[config.mk]
export PLATFORM = sky130hd
export DESIGN_NAME = mc_ctrl
export DESIGN_NICKNAME = d
export VERILOG_FILES = /design/src/rtl/mc_pkg.sv /design/src/rtl/mc_ctrl_decode.sv /design/src/rtl/mc_ctrl.sv
export SDC_FILE = /design/constraint.sdc
export NUM_CORES = 1
export LEC_CHECK = 0
export CORE_UTILIZATION = 41
export DETAILED_ROUTE_END_ITERATION = 12
export PLACE_DENSITY_LB_ADDON = 0.1
export SYNTH_ARGS = -nofsm -noshare
export SYNTH_HDL_FRONTEND = slang
export SYNTH_SLANG_ARGS = --single-unit
[constraint.sdc]
create_clock -name clk -period 2.4 [get_ports clk]
set_input_delay 0.48 -clock clk [delete_from_list [all_inputs] [get_ports clk]]
set_output_delay 0.48 -clock clk [all_outputs]
set_load 0.01 [all_outputs]
[src/rtl/mc_pkg.sv]
// Shared encodings for the multi-cycle MIPS-subset control FSM:
// state codes, opcode/funct values, datapath select encodings and the per-state control word.
package mc_pkg;

    localparam int STATE_W = 4;

    localparam logic [3:0] S_IF  = 4'd0;
    localparam logic [3:0] S_ID  = 4'd1;
    localparam logic [3:0] S_MA  = 4'd2;
    localparam logic [3:0] S_MRD = 4'd3;
    localparam logic [3:0] S_MWB = 4'd4;
    localparam logic [3:0] S_MWR = 4'd5;
    localparam logic [3:0] S_REX = 4'd6;
    localparam logic [3:0] S_RWB = 4'd7;
    localparam logic [3:0] S_IEX = 4'd8;
    localparam logic [3:0] S_IWB = 4'd9;
    localparam logic [3:0] S_BR  = 4'd10;
    localparam logic [3:0] S_BRT = 4'd11;
    localparam logic [3:0] S_JMP = 4'd12;
    localparam logic [3:0] S_RST = 4'd15;

    localparam logic [5:0] OP_RTYPE = 6'b000000;
    localparam logic [5:0] OP_LW    = 6'b100011;
    localparam logic [5:0] OP_SW    = 6'b101011;
    localparam logic [5:0] OP_BEQ   = 6'b000100;
    localparam logic [5:0] OP_BNE   = 6'b000101;
    localparam logic [5:0] OP_J     = 6'b000010;
    localparam logic [5:0] OP_ADDI  = 6'b001000;

    localparam logic [5:0] FN_ADD = 6'b100000;
    localparam logic [5:0] FN_SUB = 6'b100010;
    localparam logic [5:0] FN_AND = 6'b100100;
    localparam logic [5:0] FN_OR  = 6'b100101;
    localparam logic [5:0] FN_SLT = 6'b101010;

    localparam logic [2:0] ALU_ADD = 3'b000;
    localparam logic [2:0] ALU_SUB = 3'b001;
    localparam logic [2:0] ALU_AND = 3'b010;
    localparam logic [2:0] ALU_OR  = 3'b011;
    localparam logic [2:0] ALU_SLT = 3'b100;

    localparam logic [1:0] PCSRC_ALU    = 2'b00;
    localparam logic [1:0] PCSRC_ALUOUT = 2'b01;
    localparam logic [1:0] PCSRC_JUMP   = 2'b10;

    localparam logic [1:0] SRCB_REG    = 2'b00;
    localparam logic [1:0] SRCB_FOUR   = 2'b01;
    localparam logic [1:0] SRCB_IMM    = 2'b10;
    localparam logic [1:0] SRCB_BRANCH = 2'b11;

    typedef enum logic [2:0] {
        CLS_R,
        CLS_MEM,
        CLS_ADDI,
        CLS_BRANCH,
        CLS_JUMP,
        CLS_ILLEGAL
    } inst_class_t;

    typedef struct packed {
        logic       write_pc;
        logic [1:0] pcsource;
        logic       iord;
        logic       mem_read;
        logic       mem_write;
        logic       write_ir;
        logic       reg_write;
        logic       regdst;
        logic       memtoreg;
        logic       alusrca;
        logic [1:0] alusrcb;
        logic [2:0] aluop;
        logic       retire;
    } ctrl_t;

    // Control word a state drives for its whole duration; decode-dependent pulses are added in the FSM.
    function automatic ctrl_t state_ctrl(input logic [3:0] st, input logic [2:0] rex_aluop);
        ctrl_t c;
        c = '0;
        case (st)
            S_IF: begin
                c.mem_read = 1'b1;
                c.write_ir = 1'b1;
                c.alusrcb  = SRCB_FOUR;
                c.aluop    = ALU_ADD;
                c.pcsource = PCSRC_ALU;
                c.write_pc = 1'b1;
            end
            S_ID: begin
                c.alusrcb = SRCB_BRANCH;
                c.aluop   = ALU_ADD;
            end
            S_MA, S_IEX: begin
                c.alusrca = 1'b1;
                c.alusrcb = SRCB_IMM;
                c.aluop   = ALU_ADD;
            end
            S_MRD: begin
                c.mem_read = 1'b1;
                c.iord     = 1'b1;
            end
            S_MWB: begin
                c.reg_write = 1'b1;
                c.memtoreg  = 1'b1;
                c.retire    = 1'b1;
            end
            S_MWR: begin
                c.mem_write = 1'b1;
                c.iord      = 1'b1;
                c.retire    = 1'b1;
            end
            S_REX: begin
                c.alusrca = 1'b1;
                c.alusrcb = SRCB_REG;
                c.aluop   = rex_aluop;
            end
            S_RWB: begin
                c.reg_write = 1'b1;
                c.regdst    = 1'b1;
                c.retire    = 1'b1;
            end
            S_IWB: begin
                c.reg_write = 1'b1;
                c.retire    = 1'b1;
            end
            S_BR: begin
                c.alusrca = 1'b1;
                c.alusrcb = SRCB_REG;
                c.aluop   = ALU_SUB;
            end
            S_BRT: begin
                c.write_pc = 1'b1;
                c.pcsource = PCSRC_ALUOUT;
                c.retire   = 1'b1;
            end
            S_JMP: begin
                c.write_pc = 1'b1;
                c.pcsource = PCSRC_JUMP;
                c.retire   = 1'b1;
            end
            default: ;
        endcase
        return c;
    endfunction

endpackage

[src/rtl/mc_ctrl_decode.sv]
// Combinational opcode/funct decode: instruction class, R-type ALU operation and the illegal flag.
module mc_ctrl_decode
    import mc_pkg::*;
(
    input  logic [5:0]  opcode,
    input  logic [5:0]  funct,
    output inst_class_t inst_class,
    output logic [2:0]  r_aluop,
    output logic        illegal,
    output logic        is_lw,
    output logic        is_bne
);

    always_comb begin
        inst_class = CLS_ILLEGAL;
        r_aluop    = ALU_ADD;
        case (opcode)
            OP_RTYPE: begin
                case (funct)
                    FN_ADD: begin inst_class = CLS_R; r_aluop = ALU_ADD; end
                    FN_SUB: begin inst_class = CLS_R; r_aluop = ALU_SUB; end
                    FN_AND: begin inst_class = CLS_R; r_aluop = ALU_AND; end
                    FN_OR:  begin inst_class = CLS_R; r_aluop = ALU_OR;  end
                    FN_SLT: begin inst_class = CLS_R; r_aluop = ALU_SLT; end
                    default: ;
                endcase
            end
            OP_LW, OP_SW:   inst_class = CLS_MEM;
            OP_ADDI:        inst_class = CLS_ADDI;
            OP_BEQ, OP_BNE: inst_class = CLS_BRANCH;
            OP_J:           inst_class = CLS_JUMP;
            default: ;
        endcase
    end

    assign illegal = (inst_class == CLS_ILLEGAL);
    assign is_lw   = (opcode == OP_LW);
    assign is_bne  = (opcode == OP_BNE);

endmodule

[src/rtl/mc_ctrl.sv]
// Multi-cycle control FSM: sequences fetch/decode/execute/memory/writeback and drives registered
// datapath enables and mux selects computed from the state being entered.
module mc_ctrl
    import mc_pkg::*;
#(
    parameter int STATE_W = 4
) (
    input  logic               clk,
    input  logic               rst,
    input  logic [5:0]         opcode,
    input  logic [5:0]         funct,
    input  logic               zero,
    output logic               write_pc,
    output logic [1:0]         pcsource,
    output logic               iord,
    output logic               mem_read,
    output logic               mem_write,
    output logic               write_ir,
    output logic               reg_write,
    output logic               regdst,
    output logic               memtoreg,
    output logic               alusrca,
    output logic [1:0]         alusrcb,
    output logic [2:0]         aluop,
    output logic [STATE_W-1:0] state,
    output logic               retire,
    output logic               illegal
);

    logic [3:0]  state_q;
    logic [3:0]  next_state;
    ctrl_t       ctrl_q;
    logic        br_bne_q;
    logic        taken;

    inst_class_t dec_class;
    logic [2:0]  dec_aluop;
    logic        dec_illegal;
    logic        dec_is_lw;
    logic        dec_is_bne;

    mc_ctrl_decode u_decode (
        .opcode     (opcode),
        .funct      (funct),
        .inst_class (dec_class),
        .r_aluop    (dec_aluop),
        .illegal    (dec_illegal),
        .is_lw      (dec_is_lw),
        .is_bne     (dec_is_bne)
    );

    // The branch sense is captured in ID so the IR need not stay stable through BR.
    assign taken = zero ^ br_bne_q;

    always_comb begin
        next_state = S_IF;
        case (state_q)
            S_RST: next_state = S_IF;
            S_IF:  next_state = S_ID;
            S_ID: begin
                case (dec_class)
                    CLS_R:      next_state = S_REX;
                    CLS_MEM:    next_state = S_MA;
                    CLS_ADDI:   next_state = S_IEX;
                    CLS_BRANCH: next_state = S_BR;
                    CLS_JUMP:   next_state = S_JMP;
                    default:    next_state = S_IF;
                endcase
            end
            S_MA:  next_state = dec_is_lw ? S_MRD : S_MWR;
            S_MRD: next_state = S_MWB;
            S_REX: next_state = S_RWB;
            S_IEX: next_state = S_IWB;
            S_BR:  next_state = taken ? S_BRT : S_IF;
            default: next_state = S_IF;
        endcase
    end

    always_ff @(posedge clk) begin
        if (rst) begin
            state_q  <= S_RST;
            ctrl_q   <= '0;
            br_bne_q <= 1'b0;
        end else begin
            state_q <= next_state;
            ctrl_q  <= state_ctrl(next_state, dec_aluop);
            if (state_q == S_ID) begin
                br_bne_q <= dec_is_bne;
            end
        end
    end

    assign write_pc  = ctrl_q.write_pc;
    assign pcsource  = ctrl_q.pcsource;
    assign iord      = ctrl_q.iord;
    assign mem_read  = ctrl_q.mem_read;
    assign mem_write = ctrl_q.mem_write;
    assign write_ir  = ctrl_q.write_ir;
    assign reg_write = ctrl_q.reg_write;
    assign regdst    = ctrl_q.regdst;
    assign memtoreg  = ctrl_q.memtoreg;
    assign alusrca   = ctrl_q.alusrca;
    assign alusrcb   = ctrl_q.alusrcb;
    assign aluop     = ctrl_q.aluop;
    assign state     = STATE_W'(state_q);

    // The ID illegal pulse and the BR not-taken retire depend on the IR and on zero within the
    // current cycle, so they are formed from the registered state rather than registered themselves.
    assign illegal = (state_q == S_ID) && dec_illegal;
    assign retire  = ctrl_q.retire | illegal | ((state_q == S_BR) && !taken);

endmodule

======== After elaboration in Yosys (flattened, before gate mapping) ========
Cells that the tools add are included.
operators by class
  equality and inequality tests ........... 34
  bitwise operators ....................... 3
  reduce and logical (&&, ||, !) cells .... 16
  mux-type cells .......................... 19
operators by type and width
  kind                                           count
  == test 6 bit, second input constant           7
  == test 4 bit, second input constant           7
  one-hot mux 4 bit (7 select lines)             1
  one-hot mux 5 bit (5 select lines)             1
  == test 4 x 3 -> 1 bit, second input constant  5
  one-hot mux 4 bit (5 select lines)             1
  == test 4 x 2 -> 1 bit, second input constant  4
  one-hot mux 3 bit (5 select lines)             1
  == test 6 x 3 -> 1 bit, second input constant  2
  one-hot mux 3 bit (4 select lines)             1
  OR reduction 2 bit                             5
  2-to-1 mux 1 bit                               9
  2-to-1 mux 3 bit                               3
  one-hot mux 3 bit (3 select lines)             1
  == test 4 x 1 -> 1 bit, second input constant  2
  zero test 4 bit                                2
  == test 3 x 2 -> 1 bit, second input constant  2
  == test 3 bit, second input constant           2
  == test 6 x 2 -> 1 bit, second input constant  1
  == test 6 x 4 -> 1 bit, second input constant  1
  zero test 6 bit                                1
  OR reduction 6 bit                             1
  OR reduction 5 bit                             1
  2-to-1 mux 4 bit                               1
  8 further kinds                                10
word-level totals
  register bits after elaboration ......... 22
  logic and storage cells ................. 87
  bits of input ports ..................... 15
  output and inout bits ................... 22

======== Logic depth before layout (Yosys ltp) ========
  depth in word-level cells ............... 10
  gate-level depth with buffers ........... 8
  mapped depth without buffers ............ 6

======== Hierarchy ========
From an unflattened synthesis, not the netlist that was laid out.
second synthesis, totals
  cell total of the unflattened synthesis .. 139
  area total of the unflattened synthesis .. 1303.8 µm²
modules (own cells, without submodules)
  module          area an instance (µm²)  times used  seq. area each (µm²)  cells each
  mc_ctrl         1042.2                  1           440.4                 105
  mc_ctrl_decode  261.5                   1           0.0                   34

======== Least setup slack after synthesis ========
Ideal clock, no wire load.
  kind .................................... input-to-output
  start ................................... input port opcode[1]
  end ..................................... output port retire
  cell stages on the path ................. 6
  path buffers ............................ 1
  data arrival time ....................... 2099 ps
  required time ........................... 1920 ps
  slack ................................... -179 ps
  cells stage by stage .................... clkbuf_1 > or3_1 > a311oi_2 > nor2_1 > a221oi_1 > a311o_1
between the ends
  word-level cells in the longest chain between the ends .. 7
  elaborated cells on any way between the ends .. 14
  classes of those cells .................. eq/ne (7); mux (1); bitwise (2); reduce/logical (4)
RTL lines
  item                                                            RTL line              RTL
  start, declared                                                 mc_ctrl.sv:10         input logic [5:0] opcode,
  == test 6 x 3 -> 1 bit / == test 6 bit (equally long branches)  mc_ctrl_decode.sv:17  case (opcode)
  OR reduction 2 bit                                              mc_ctrl_decode.sv:17
  one-hot mux 3 bit (5 select lines) (*)                          mc_ctrl_decode.sv:17
  == test 3 bit (*)                                               mc_ctrl_decode.sv:36  assign illegal = (inst_class == CLS_ILLEGAL);
  logical AND 1 bit (*)                                           mc_ctrl.sv:109        assign illegal = (state_q == S_ID) && dec_illegal;
  via illegal                                                     mc_ctrl.sv:27         output logic illegal
  bitwise OR 1 bit (*) (2 in series)                              mc_ctrl.sv:110        assign retire = ctrl_q.retire | illegal | ((state_q == S_BR) && !taken);
  end, declared                                                   mc_ctrl.sv:26         output logic retire,
Mark *: on every way through the listed nets, which the timed path passes. The rest lies on a longest branch.

======== Final worst setup path ========
  start ................................... input port opcode[1]
  end ..................................... output port retire
between the ends
  word-level cells in the longest chain between the ends .. 7
  elaborated cells on any way between the ends .. 14
  classes of those cells .................. eq/ne (7); mux (1); bitwise (2); reduce/logical (4)
RTL lines
  item                                                            RTL line
  == test 6 x 3 -> 1 bit / == test 6 bit (equally long branches)  mc_ctrl_decode.sv:17
  OR reduction 2 bit                                              mc_ctrl_decode.sv:17
  one-hot mux 3 bit (5 select lines) (*)                          mc_ctrl_decode.sv:17
  == test 3 bit (*)                                               mc_ctrl_decode.sv:36
  logical AND 1 bit (*)                                           mc_ctrl.sv:109
  bitwise OR 1 bit (*) (2 in series)                              mc_ctrl.sv:110
Mark *: on every way between the ends. The rest lies on a longest branch, timed or not.

==> summary by stage <==
Critical path
STA classifies the critical path startpoint as a primary input. The worst register-to-register path begins at state[1]. The data arrival time of the critical path is 1990 ps. Setup slack on the worst reg-to-reg path comes out at 90 ps. The combined buffer and inverter count along the critical path is 3.

The endpoint of the worst register-to-register path is pcsource[1]. Counting cells, the worst reg-to-reg path comes to 6. The worst setup path is captured at a primary output. The data required time of the critical path is 1920 ps. The highest fanout seen on the critical path is 2. On the worst path, the slowest cell contributes a delay of 380 ps.

The family of cells with the greatest summed delay on the critical path is compound AO/OA/AOI/OAI gates. The critical path is of the in -> out type. The cell type of the slowest stage on the worst timing path is sky130_fd_sc_hd__or3_4. Traced cell by cell, the critical path runs through buf_6 > or3_4 > a311oi_2 > nor2_1 > a221oi_2 > buf_4 > a311o_1 > buf_2.

Min path
The start point of the worst min-delay path is br_bne_q. Along the worst hold path, the cell count comes to 2. The tightest min-delay check is of the reg -> reg type.

The path with the worst hold slack has its endpoint at br_bne_q.

Clock network
The sink count of the clock tree is 22. Hold repair after CTS inserted 0 buffers. The clock root buffer is sky130_fd_sc_hd__clkbuf_4.

The insertion delay to the later sink of the worst-skew pair is approximately 310 ps. In this run the number of H-tree levels came out at 1. The clock transition time at the flip-flop clock pins of the worst setup and hold paths is approximately 120 ps.

The buffer levels on the longest clock path is 2. TritonCTS built the clock tree. The number of clock buffers added by TritonCTS is 3.

Floorplanning
The initial core utilization is 0.436. The floorplan step defined a die boundary enclosing 3160 sq um. The number of top-level design ports is 37. From bottom edge to top edge, the die measures 56.2 um.

The floorplan has 19 rows. In this run the standard cell core region covers roughly 2800 sq um. The horizontal die dimension is 56.2 um.

STA
Setup repair after global routing could not meet its margin everywhere. The slew of the pin with the lowest slew margin is 416 ps. Setup violations remaining at the end of the flow were counted as 1.

The aggregate negative setup slack is -70.4 ps. Hold timing on the final database bottoms out at a slack of 542 ps. The max-slew violation total from the final report is 0. In this run the tightest slew margin relative to its limit is 0.723. The final number of hold-violating endpoints was 0. The maximum frequency from static timing analysis is between 0.4 and 0.5 GHz. The final critical path time including I/O delays and setup is 2470 ps. The setup skew after layout is 1.49 ps.

The final cycle utilization of the critical path is 1.03. The worst path setup slack after routing is -70.4 ps.

GRT
The number of global-route vias before repair is 1233. Entering global routing, the biggest net connects 14 pins. The total congestion overflow after global routing is 0. The number of antenna violations at the first check in global routing is 0. The global-route wire length before repair is 5580 um. The global-route usage over all layers is 0.228.

Power and ir drop
The cell internal power dissipation is 0.687 mW. The clock network power share is 0.306. Of the total power, registers draw 0.423. For this design the total switching power over the nets is 0.233 mW. The reported leakage power is roughly 0.8 nW. The worst IR drop on VDD is 612 uV. Of the total power, combinational logic draws 0.271. Of the total power, the share spent switching nets is 0.254. The total power per unit cell area is 483 nW/um^2.

Yosys
The adder-cell share of the synthesized area is 0. The leading register cell type out of synthesis is sky130_fd_sc_hd__dfxtp_1. The cell accounting for the most synthesized area is sky130_fd_sc_hd__dfxtp_1. Yosys printed 0 warnings. For this run, asynchronously set or reset flops after synthesis account for 0.

The compound-cell area share of the yosys netlist is 0.173. The net count of the mapped netlist is 154. The mean cell area of the mapped netlist is 8.66 sq um. The post-synthesis instance total is approximately 140. The main combinational cell family by area after synthesis is simple AND/OR/NAND/NOR gates.

After synthesis the netlist holds a flip-flop and latch count of 22. Of the total synthesized cell area, the portion taken by XOR and XNOR cells is 0.0218. Yosys mapped a number of flops with a built-in enable equal to 0. The synthesized-area fraction occupied by and/or/nand/nor cells is 0.333. Of the post-synthesis cell area, the dominant cell type holds 0.366. By area the synthesized netlist is led by sky130_fd_sc_hd__dfxtp_1, sky130_fd_sc_hd__nor2_1, sky130_fd_sc_hd__buf_4, sky130_fd_sc_hd__nand2b_1, sky130_fd_sc_hd__nand2_1. After synthesis the cells add up to 1200 sq um. The netlist uses 48 different library cells. The post-synthesis mux area share is 0.0353.

The sequential cell area fraction in the yosys report is 0.366.

Status
The checks that failed: negative setup slack. The flow ran to the end, but the final reports show violations.

Place
The placement-stage cell area is around 1800 sq um. The placer congestion estimate is 0.875. Once detailed placement completed, the half-perimeter wirelength came to 2480 um. The count of port buffers added during placement is 36.

Drt
In the routed layout, each cell is associated on average with a via count of between 5 and 6. Once detail routing completed, the nets flagged for antenna violations numbered 0. The vias after detailed routing is 1252. The number of remaining DRC errors is 0. After the first detailed-routing iteration, the DRC count stood at 29.

The final routed wirelength across all metal layers is 3290 um. For this run, the detailed router's first-pass iteration total came to 4. In the final routed layout, each cell accounts on average for 13.8 um.

Cells and area
The area of the multi-input gates is 718 sq um. The final net count is 224. The fill cell instance count of the final layout is 257. The number of antenna diodes in the final layout is 0.

In the final layout, flip-flops and latches occupy 440 sq um. From synthesis to final layout, the design area changed by 58.4%. The fraction of final layout cells with drive strength greater than 1 is 0.351.

The final instance area is 1910 sq um.

Flow run
The number of maximum-capacitance violations is 0.
[kinds of logic (layout without fill, tap and decap cells)]
logic type | Yosys count | after routing
and+or+nand+nor | 70 | 70
AOI/OAI and AO/OA | 26 | 26
DFF | 22 | 22
buffers and inverters | 14 | 83
muxes | 4 | 4
xor gates and xnor gates | 3 | 3
[through the flow]
step	total power [mW]	std cells	worst slack (ps)	util
after floorplan	0.507	139	-42.7	-
after global placement	0.640	234	-708	0.664
after detailed placement	0.642	234	-732	0.664
after CTS	0.922	239	-112	0.685
after global routing	0.968	239	-149	0.691
final	0.920	239	-70.4	0.691
[sequential cells by signal, indices dropped and copies added, names as in the netlist]
signal,cells
memtoreg,1
write_pc,1
alusrca,1
mem_read,1
ctrl_q,1
state,4
regdst,1
iord,1
aluop,3
alusrcb,2
reg_write,1
mem_write,1
pcsource,2
write_ir,1
br_bne_q,1
[worst min-delay path, cell delays in order (launching register included)]
cell	delay (ps)
sky130_fd_sc_hd__dfxtp_1	350
sky130_fd_sc_hd__a21oi_1	120
sky130_fd_sc_hd__nor2_1	50
[layer usage]
| metal | vias up | global-route usage | part of all wire |
|---|---|---|---|
| li1 | 632 | - | - |
| met5 | - | 0 | 0 |
| met4 | 0 | 0.0906 | 0.012 |
| met2 | 28 | 0.384 | 0.48 |
| met1 | 587 | 0.286 | 0.46 |
| met3 | 5 | 0.0442 | 0.039 |
[repair_timing]
action,in CTS,in global routing
resized for setup,44,5
setup buffers,1,1
endpoints found under the setup margin,5,3
pin swaps,6,6
gates cloned,0,0
[Yosys cell counts (all sizes together), types with 3 or more instances]
master and n:
or2 5, nand2b 7, clkbuf 4, nor2 19, and3 4, buf 8
nand2 10, dfxtp 22, nor3 6, or3 4, xnor2 3, nor4 4
a21oi 6, o21ai 5
[final cells by class]
type,count,area share
Tap cell,31,0.0203
Multi-Input combinational cell,103,0.377
Clock buffer,3,0.0118
Clock inverter,1,0.0157
Inverter,2,0.00394
Timing Repair Buffer,77,0.341
Sequential cell,22,0.231
[layout by cell type (no fill, tap or decap), types with 2 or more instances in the layout]
cell type                         Yosys  final
sky130_fd_sc_hd__nand2b_1             7      6
sky130_fd_sc_hd__or3_4                0      2
sky130_fd_sc_hd__nand2_1              9      9
sky130_fd_sc_hd__dfxtp_1             22     22
sky130_fd_sc_hd__xnor2_1              3      3
sky130_fd_sc_hd__buf_6                1      5
sky130_fd_sc_hd__buf_4                7     40
sky130_fd_sc_hd__inv_1                2      2
sky130_fd_sc_hd__nor3_1               5      5
sky130_fd_sc_hd__a21oi_1              6      6
sky130_fd_sc_hd__and3_1               4      4
sky130_fd_sc_hd__nor4_1               4      4
sky130_fd_sc_hd__nor2_1              19     19
sky130_fd_sc_hd__mux2_2               2      2
sky130_fd_sc_hd__nand3b_1             2      2
sky130_fd_sc_hd__dlygate4sd2_1        0      6
sky130_fd_sc_hd__or3_1                4      2
sky130_fd_sc_hd__clkdlybuf4s50_1      0     22
sky130_fd_sc_hd__or2_2                2      2
sky130_fd_sc_hd__o21ai_0              4      4
sky130_fd_sc_hd__nand3_1              2      2
sky130_fd_sc_hd__clkbuf_4             0      3
sky130_fd_sc_hd__buf_2                0      4
[power by group through the flow]
stage | combinational, mW | clock (mW) | sequential [mW]
6_report | 0.249 | 0.282 | 0.389
5_1_grt | 0.269 | 0.308 | 0.391
4_1_cts | 0.245 | 0.288 | 0.389
3_5_place_dp | 0.245 | 0 | 0.398
3_3_place_gp | 0.243 | 0 | 0.397
2_1_floorplan | 0.0966 | 0 | 0.410
[worst max-delay path by stage]
| stage | start | to | slack, ps | cells past startpoint |
|---|---|---|---|---|
| after global placement | opcode[5] | retire | -710 | 7 |
| after floorplan | opcode[1] | retire | -40 | 6 |
| after detailed placement | opcode[5] | retire | -730 | 7 |
| after CTS | opcode[3] | retire | -110 | 8 |
| final | opcode[1] | retire | -70 | 8 |
| after global routing | opcode[1] | retire | -150 | 8 |
No activity file was read; power rests on OpenSTA's default activity.
